## src/rtl/id_ex_stage.sv

```systemverilog
// ID/EX pipeline register with load-use hazard detection, bubble insertion,
// flush/back-pressure handling and WB bypass/snoop of the captured operands.
module id_ex_stage #(
  parameter int XLEN  = 32,
  parameter int CNT_W = 16
) (
  input  logic             clk,
  input  logic             reset,
  input  logic             id_valid,
  input  logic [XLEN-1:0]  id_pc,
  input  logic [4:0]       id_rs1,
  input  logic [4:0]       id_rs2,
  input  logic [4:0]       id_rd,
  input  logic             id_uses_rs1,
  input  logic             id_uses_rs2,
  input  logic [XLEN-1:0]  id_rs1_data,
  input  logic [XLEN-1:0]  id_rs2_data,
  input  logic [XLEN-1:0]  id_imm,
  input  logic [3:0]       id_alu_op,
  input  logic             id_alu_src,
  input  logic             id_mem_read,
  input  logic             id_mem_write,
  input  logic             id_reg_write,
  input  logic             id_mem_to_reg,
  input  logic             id_branch,
  input  logic             flush_ex,
  input  logic             ex_ready,
  input  logic             wb_reg_write,
  input  logic [4:0]       wb_rd,
  input  logic [XLEN-1:0]  wb_data,
  output logic             ex_valid,
  output logic [XLEN-1:0]  ex_pc,
  output logic [XLEN-1:0]  ex_imm,
  output logic [4:0]       ex_rs1,
  output logic [4:0]       ex_rs2,
  output logic [4:0]       ex_rd,
  output logic [XLEN-1:0]  ex_rs1_data,
  output logic [XLEN-1:0]  ex_rs2_data,
  output logic [3:0]       ex_alu_op,
  output logic             ex_alu_src,
  output logic             ex_mem_read,
  output logic             ex_mem_write,
  output logic             ex_reg_write,
  output logic             ex_mem_to_reg,
  output logic             ex_branch,
  output logic             stall_id,
  output logic [CNT_W-1:0] bubble_cnt
);

  function automatic logic [CNT_W-1:0] sat_inc(input logic [CNT_W-1:0] v);
    return (&v) ? v : v + CNT_W'(1);
  endfunction

  logic             vld_p1;
  logic [XLEN-1:0]  pc_p1, imm_p1, rs1_data_p1, rs2_data_p1;
  logic [4:0]       rs1_p1, rs2_p1, rd_p1;
  logic [3:0]       alu_op_p1;
  logic             alu_src_p1, mem_read_p1, mem_write_p1;
  logic             reg_write_p1, mem_to_reg_p1, branch_p1;
  logic [CNT_W-1:0] bubble_cnt_p1;

  logic load_use, wb_ok, bubble, capture;
  logic id_hit1, id_hit2, ex_hit1, ex_hit2;

  assign load_use = vld_p1 && mem_read_p1 && (rd_p1 != 5'd0) && id_valid &&
                    ((id_uses_rs1 && (id_rs1 == rd_p1)) ||
                     (id_uses_rs2 && (id_rs2 == rd_p1)));
  assign stall_id = !flush_ex && (!ex_ready || load_use);

  assign wb_ok   = wb_reg_write && (wb_rd != 5'd0);
  assign id_hit1 = wb_ok && (wb_rd == id_rs1);
  assign id_hit2 = wb_ok && (wb_rd == id_rs2);
  assign ex_hit1 = wb_ok && vld_p1 && (wb_rd == rs1_p1);
  assign ex_hit2 = wb_ok && vld_p1 && (wb_rd == rs2_p1);

  // A held stage (ex_ready=0) is neither a bubble nor a capture.
  assign bubble  = flush_ex || (ex_ready && (load_use || !id_valid));
  assign capture = !flush_ex && ex_ready && !load_use && id_valid;

  // ID -> EX stage boundary
  always_ff @(posedge clk) begin
    if (reset || bubble) begin
      vld_p1        <= 1'b0;
      pc_p1         <= '0;
      imm_p1        <= '0;
      rs1_p1        <= '0;
      rs2_p1        <= '0;
      rd_p1         <= '0;
      rs1_data_p1   <= '0;
      rs2_data_p1   <= '0;
      alu_op_p1     <= '0;
      alu_src_p1    <= 1'b0;
      mem_read_p1   <= 1'b0;
      mem_write_p1  <= 1'b0;
      reg_write_p1  <= 1'b0;
      mem_to_reg_p1 <= 1'b0;
      branch_p1     <= 1'b0;
    end else if (capture) begin
      vld_p1        <= 1'b1;
      pc_p1         <= id_pc;
      imm_p1        <= id_imm;
      rs1_p1        <= id_rs1;
      rs2_p1        <= id_rs2;
      rd_p1         <= id_rd;
      rs1_data_p1   <= id_hit1 ? wb_data : id_rs1_data;
      rs2_data_p1   <= id_hit2 ? wb_data : id_rs2_data;
      alu_op_p1     <= id_alu_op;
      alu_src_p1    <= id_alu_src;
      mem_read_p1   <= id_mem_read;
      mem_write_p1  <= id_mem_write;
      reg_write_p1  <= id_reg_write;
      mem_to_reg_p1 <= id_mem_to_reg;
      branch_p1     <= id_branch;
    end else begin
      if (ex_hit1) rs1_data_p1 <= wb_data;
      if (ex_hit2) rs2_data_p1 <= wb_data;
    end
  end

  always_ff @(posedge clk) begin
    if (reset)
      bubble_cnt_p1 <= '0;
    else if (!flush_ex && ex_ready && load_use)
      bubble_cnt_p1 <= sat_inc(bubble_cnt_p1);
  end

  assign ex_valid      = vld_p1;
  assign ex_pc         = pc_p1;
  assign ex_imm        = imm_p1;
  assign ex_rs1        = rs1_p1;
  assign ex_rs2        = rs2_p1;
  assign ex_rd         = rd_p1;
  assign ex_rs1_data   = rs1_data_p1;
  assign ex_rs2_data   = rs2_data_p1;
  assign ex_alu_op     = alu_op_p1;
  assign ex_alu_src    = alu_src_p1;
  assign ex_mem_read   = mem_read_p1;
  assign ex_mem_write  = mem_write_p1;
  assign ex_reg_write  = reg_write_p1;
  assign ex_mem_to_reg = mem_to_reg_p1;
  assign ex_branch     = branch_p1;
  assign bubble_cnt    = bubble_cnt_p1;

endmodule

```

## config.mk

```make
export PLATFORM = sky130hd
export DESIGN_NAME = id_ex_stage
export DESIGN_NICKNAME = d
export VERILOG_FILES = /design/src/rtl/id_ex_stage.sv
export SDC_FILE = /design/constraint.sdc
export NUM_CORES = 1
export LEC_CHECK = 0
export CAP_MARGIN = 0
export CORE_AREA = 2 2 145 147
export DETAILED_ROUTE_END_ITERATION = 8
export DIE_AREA = 0 0 147 149
export HOLD_SLACK_MARGIN = 0.02
export PLACE_DENSITY = 0.82
export RECOVER_POWER = 50
export SLEW_MARGIN = 20
export SYNTH_ARGS = -nofsm -noshare
export SYNTH_HDL_FRONTEND = slang
export SYNTH_SLANG_ARGS = --single-unit
```

## constraint.sdc

```tcl
create_clock -name clk -period 3 [get_ports clk]
set_input_delay 0.6 -clock clk [delete_from_list [all_inputs] [get_ports clk]]
set_output_delay 0.6 -clock clk [all_outputs]
set_load 0.05 [all_outputs]
```

==> flow_summary.ini, run 1 <==
[status]
status = finished, final reports clean

[clocking]
cts_buffers = 17
clkTransAtPathRegs_ps = 80
cts_sinks = 170
clkLatencyLatePin_ps = 420
cts_buffer_depth = 2
cts_hold_buf = 0
postCtsSetupRepairBufs = 0
cts_htree_levels = 4
tritoncts = done
root_buffer = clkbuf_16
cts-resized-gates = 0

[logic_synthesis]
ys_seq_area_share_pct = 43.8
synth_top_family_by_area = compound AO/OA/AOI/OAI gates
synth.avg_cell_area_sq_um = 8.55
synthCells = 910
synthAdderAreaFrac_pct = 0.161
yosysTopAreaCellShare_pct = 43.8
synth_ff_type = dfxtp_1
yosys-top-cells-area = dfxtp_1, a211oi_1, nand2_1
ys_top_cells_by_count = nand2_1, dfxtp_1, a211oi_1
synth_fp_nets = 1109
yosysWarnings = 0
synth_top_cell_by_area = dfxtp_1
synth_edf_count = 0
muxShareOfSynthArea_pct = 8.24
synth_cell_type_count = 38
synthArstFlopShare_pct = 0
synth_most_common_cell = nand2_1
synth_seq_cells = 170
synth-simple-area-share_pct = 18.5
synth_area_sq_um = 7780
synth_xor_area_share_pct = 3.94
synth_compound_area_share_pct = 20.6

[placed_design]
dp_hpwl_mm = 19.5
place_congestion = 0.849
io_buffer_count = 368
place_inst = 1526

[setup_path]
cpPeakStageDelay_ps = 530
path_class = input pin to output pin
crit_chain = clkdlybuf4s50_1 -> xnor2_1 -> nand4_1 -> o22ai_1 -> nand2_1 -> a21oi_1 -> buf_12
startpoint_type = input pin
r2r_slack_ps = 460
cp_slowest_cell = clkdlybuf4s50_1
worstPathRequired_ps = 2400
cp_max_fo = 2
worst_setup_path_end_kind = output pin
cp.arrival_ps = 2200

[layout]
final_core_util_pct = 61.6
syn2layout_area_growth_pct = 62.9
diodes = 0
fin_cells = 1558
fin_nets = 1469
num-fill-cells = 1786
drive_above_1_share_pct = 6.94

[pwr]
netSwitchingFraction_pct = 27.2
pwr-share-clk_pct = 42.5
p_int_mw = 3.86
p_leak_nw = 4.58
p_seq_share_pct = 43.3
vdd_drop_max_mv = 0.343
finalPower_mw = 5.31
switchingPower_mw = 1.44
power_density_nw_per_um2 = 419
combPwrFrac_pct = 14.2

[timing]
rsz0062_at_grt = no
relSlewSlack_pct = 42.7
finalSetupTns_ps = 0
period_share_pct = 93.3
drv_slew = 0
worst_pin_slew_ps = 859
final-setup-viol-count = 0
period_minus_slack_ps = 2800
fmax_ghz = 0.357
finClkSkew_ps = 10.1
hold_viol = 0

[die]
die_y_um = 149
die_area_sq_um = 21900
core_area_sq_um = 20600
boundaryPins = 369
row_count = 53
start_util_pct = 37.8
die_x_um = 147

[global_route]
grt_pass1_vias = 8044
grt_usage_pct = 23.8
antenna_found_initial = 1
grt_pass1_wl_mm = 42.2
grt_max_degree = 79
grt_remaining_overflow = 0

[route]
drc_errors = 0
firstDrtPassIters = 5
via_count = 8138
postRouteAntennaNets = 0
wire_per_inst_um = 17.2
via_per_inst = 5.22
drt-initial-drc-count = 363
routed_wl_mm = 26.8

[worst_hold_path]
hold_class = flop to flop

[flow_run]
maxCapViolations = 0
placed cells by master, fill, tap and decap left out, types with 3 or more instances in the layout:
cell type / n
a211oi_1: 128
a21oi_1: 99
buf_12: 14
buf_4: 33
clkbuf_1: 3
clkbuf_16: 17
clkdlybuf4s50_1: 217
clkinvlp_4: 3
dfxtp_1: 170
dlygate4sd3_1: 150
inv_1: 6
inv_6: 3
inv_8: 5
mux2i_1: 64
nand2_1: 188
nand3_1: 10
nand4_1: 8
nor2_1: 14
nor2b_1: 65
nor3_1: 3
nor4_4: 4
o21ai_0: 7
o31ai_1: 3
or3_1: 5
or4_1: 5
xnor2_1: 23
xor2_1: 12
worst max-delay path: cells and delay by family:
kind | cells | cell delay [ps]
buffers and inverters | 2 | 710
AND/OR/NAND/NOR | 2 | 230
AO/OA/AOI/OAI | 2 | 520
XOR/XNOR | 1 | 140
worst paths after layout:
path,from,to,cells past startpoint
setup / recovery,id_rs2[4],stall_id,7
setup reg to reg,ex_rd[2]$_SDFFE_PP0N_,ex_rs2_data[23]$_SDFFE_PP0P_,7
hold reg to reg,ex_pc[8]$_SDFFE_PP0N_,ex_pc[8]$_SDFFE_PP0N_,2
hold / removal,ex_pc[8]$_SDFFE_PP0N_,ex_pc[8]$_SDFFE_PP0N_,2
stage by stage:
step	setup WS (ps)	instance area (sq um)	hold slack, ps
floorplan	204	7780	675
global placement	64.7	12100	441
detailed placement	-13.6	12100	447
CTS	211	12700	456
global route	95.2	12700	471
finish	201	12700	453
logic make-up (layout without fill, tap and decap cells):
kind of cell             after synthesis  after routing
buffers and inverters                 84            457
adder cells (fa/ha/maj)                1              1
AND/OR/NAND/NOR                      308            308
AO/OA/AOI/OAI                        248            248
multiplexers                          64             64
flip-flops                           170            170
XOR/XNOR                              35             35
power by group through the flow:
stage	combinational, mW	clock [mW]	sequential, mW
after floorplan	0.218	0	2.45
after global placement	0.756	0	2.35
after detailed placement	0.764	0	2.35
after CTS	0.770	2.31	2.30
after global routing	0.802	2.42	2.30
final	0.754	2.26	2.30
metal layers:
| layer | track usage, % | part of all wire [%] | wire length [um] |
|---|---|---|---|
| met5 | 0 | 0.030 | 8 |
| met3 | 7.16 | 6.9 | 1850 |
| met1 | 28.8 | 41 | 10900 |
| met2 | 39.5 | 48 | 12900 |
| met4 | 10.6 | 3.9 | 1050 |
area by class of cell:
cell class | instances | area, sq um | area share (%)
inverter | 6 | 22.5 | 0.178
multi-input combinational | 656 | 4070 | 32.1
clock inverter | 15 | 176 | 1.39
tap | 275 | 344 | 2.72
clock buffer | 17 | 425 | 3.36
sequential | 170 | 3400 | 26.9
timing repair buffer | 419 | 4230 | 33.4
No activity file was read; power rests on OpenSTA's default activity.
==> run 2, diff against run 1 <==
--- a/config.mk
+++ b/config.mk
@@ -12,6 +12,7 @@
 export HOLD_SLACK_MARGIN = 0.02
 export PLACE_DENSITY = 0.82
 export RECOVER_POWER = 50
+export SKIP_CTS_REPAIR_TIMING = 1
 export SLEW_MARGIN = 20
 export SYNTH_ARGS = -nofsm -noshare
 export SYNTH_HDL_FRONTEND = slang
==> results of run 2 <==
The final DEF is identical to that of run 1; final timing and power are the same.
==> edit (settings of run 2) <==
Change the parameter `XLEN` from 32 to 40.
--- a/src/rtl/id_ex_stage.sv
+++ b/src/rtl/id_ex_stage.sv
@@ -3,3 +3,3 @@
 module id_ex_stage #(
-  parameter int XLEN  = 32,
+  parameter int XLEN  = 40,
   parameter int CNT_W = 16
Interface: changed (9 resized); port bits go from 369 to 441. The function was not compared with the original's and may differ.
==> edit against run 2 <==
Total power is 22% higher. Global-route usage rose by 4.9 points. Routed wire length rose by 23%. Register-to-register slack worse by 0.24 ns. Maximum frequency decreased by 1.5%. Final area up 17%. Setup slack lost 0.042 ns. Synthesized area is 22% higher. Sequential cell count increased by 32. Clock skew is essentially flat. Critical path type unchanged. Largest power group is now clock.
==> edit: results (changes against run 2) <==
Parameter                              Value

Status
  Outcome    finished clean (unchanged)

Cells and area
  Proportion of layout cells with a drive suffix above 1    0.06939 (was 0.06937)
  Area fraction of clock buffers and clock inverters    0.05165 (was 0.04752)
  Multi-input gates    768 (was 656)
  Antenna Diode Count    2 (was 0)
  Layout non-clock buf frac    0.3186 (was 0.3336)
  Inverter count    1 (was 6)
  Count of nets after finishing    1,694 (was 1,469)
  Non-clk bufs    460 (was 419)
  Layout clock buffer count    29 (was 17)

Clocking
  CTS Sinks    202 (was 170)
  Latest clock arrival within the worst-skew pair    0.50 ns (was 0.42 ns)
  Number of buffers inserted during clock tree synthesis    22 (was 17)

Timing
  Max Clock Skew    0.01034 ns (was 0.01005 ns)
  Slew headroom    0.4914 (was 0.4272)

Synth
  Netlist cell types    39 (was 38)
  Fraction of the yosys area taken by sequential cells    0.4252 (was 0.4377)
  Share of synthesized cell area in full adder, half adder and majority cells    0.001315 (was 0.001609)
  Share of the synthesized area in compound gates (AO/OA/AOI/OAI)    0.2135 (was 0.2058)
  Commonest cells in the netlist    219 x sky130_fd_sc_hd__nand2_1, 202 x sky130_fd_sc_hd__dfxtp_1, 127 x sky130_fd_sc_hd__a211oi_1 (was 188 x sky130_fd_sc_hd__nand2_1, 170 x sky130_fd_sc_hd__dfxtp_1, 128 x sky130_fd_sc_hd__a211oi_1)
  Post-Synth XOR/XNOR Area    0.03959 (was 0.03942)

Detailed routing
  Via density per instance    5.363 (was 5.223)
  Wire per inst    18.84 um (was 17.18 um)
  Overall routed net length    32,920 um (was 26,770 um)

Critical path
  Arrival time worst endpoint    2.24 ns (was 2.20 ns)

Global route
  Number of antenna violations at the first check in global routing    3 (was 1)
  Largest net degree at the start of global routing    128 (was 79)
  Vias in the first global route    9,226 (was 8,044)
  Total routing resource utilization after global routing    0.2875 (was 0.2384)
  Wire length of the first global-routing pass    50,490 um (was 42,190 um)

Placement
  Routability Congestion    0.8637 (was 0.8487)

Power and ir drop
  Leakage power total    0.005449 uW (was 0.004580 uW)
==> edit: cell count changes after synthesis, sizes merged, moves of 5 or more <==
| cell | delta |
|---|---|
| nor2b | +16 |
| inv | -5 |
| nand2 | +31 |
| or3 | -5 |
| nor2 | +6 |
| buf | +28 |
| mux2i | +16 |
| a21oi | +8 |
| xor2 | +8 |
| nand3 | +8 |
| dfxtp | +32 |
| o21ai | -5 |
| clkbuf | -12 |
| a211oi | +33 |
==> edit: power groups by stage <==
| stage | combinational [uW] | sequential [uW] | clock, uW |
|---|---|---|---|
| after global placement | 898 | 2800 | 0 |
| after global routing | 956 | 2740 | 3020 |
| after CTS | 915 | 2740 | 2910 |
| after detailed placement | 906 | 2800 | 0 |
| after floorplan | 304 | 2910 | 0 |
| final | 899 | 2740 | 2860 |
==> edit: routing by layer <==
layer	wire length [um]	GRT usage	up-vias
met5	11	0	-
met4	1669	0.1337	2
met3	3185	0.09939	95
met2	15790	0.4993	398
met1	12260	0.3181	4346
li1	-	-	4528
==> edit: cells by family after synthesis <==
family                     after synthesis
AOI/OAI and AO/OA                      281
xor gates and xnor gates                43
adders and majority gates                1
buffers and inverters                   95
DFF                                    202
muxes                                   80
and+or+nand+nor                        363
==> edit: path summary, 6_finish.rpt <==
kind	start	to	slack (ns)	cells after the start
setup / recovery	id_rs2[3]	stall_id	0.16	7
hold / removal	ex_pc[28]	ex_pc[28]	0.45	2
hold reg to reg	ex_pc[28]	ex_pc[28]	0.45	2
setup reg to reg	ex_rd[0]	ex_rs2_data[9]	0.22	6
==> edit: through the flow <==
step,total power [uW],util,area [um^2]
final,6498,0.7212,14830
after global routing,6716,0.7212,14830
after CTS,6561,0.7220,14840
after detailed placement,3702,0.6847,14080
after global placement,3693,0.6847,14080
after floorplan,3216,-,9515
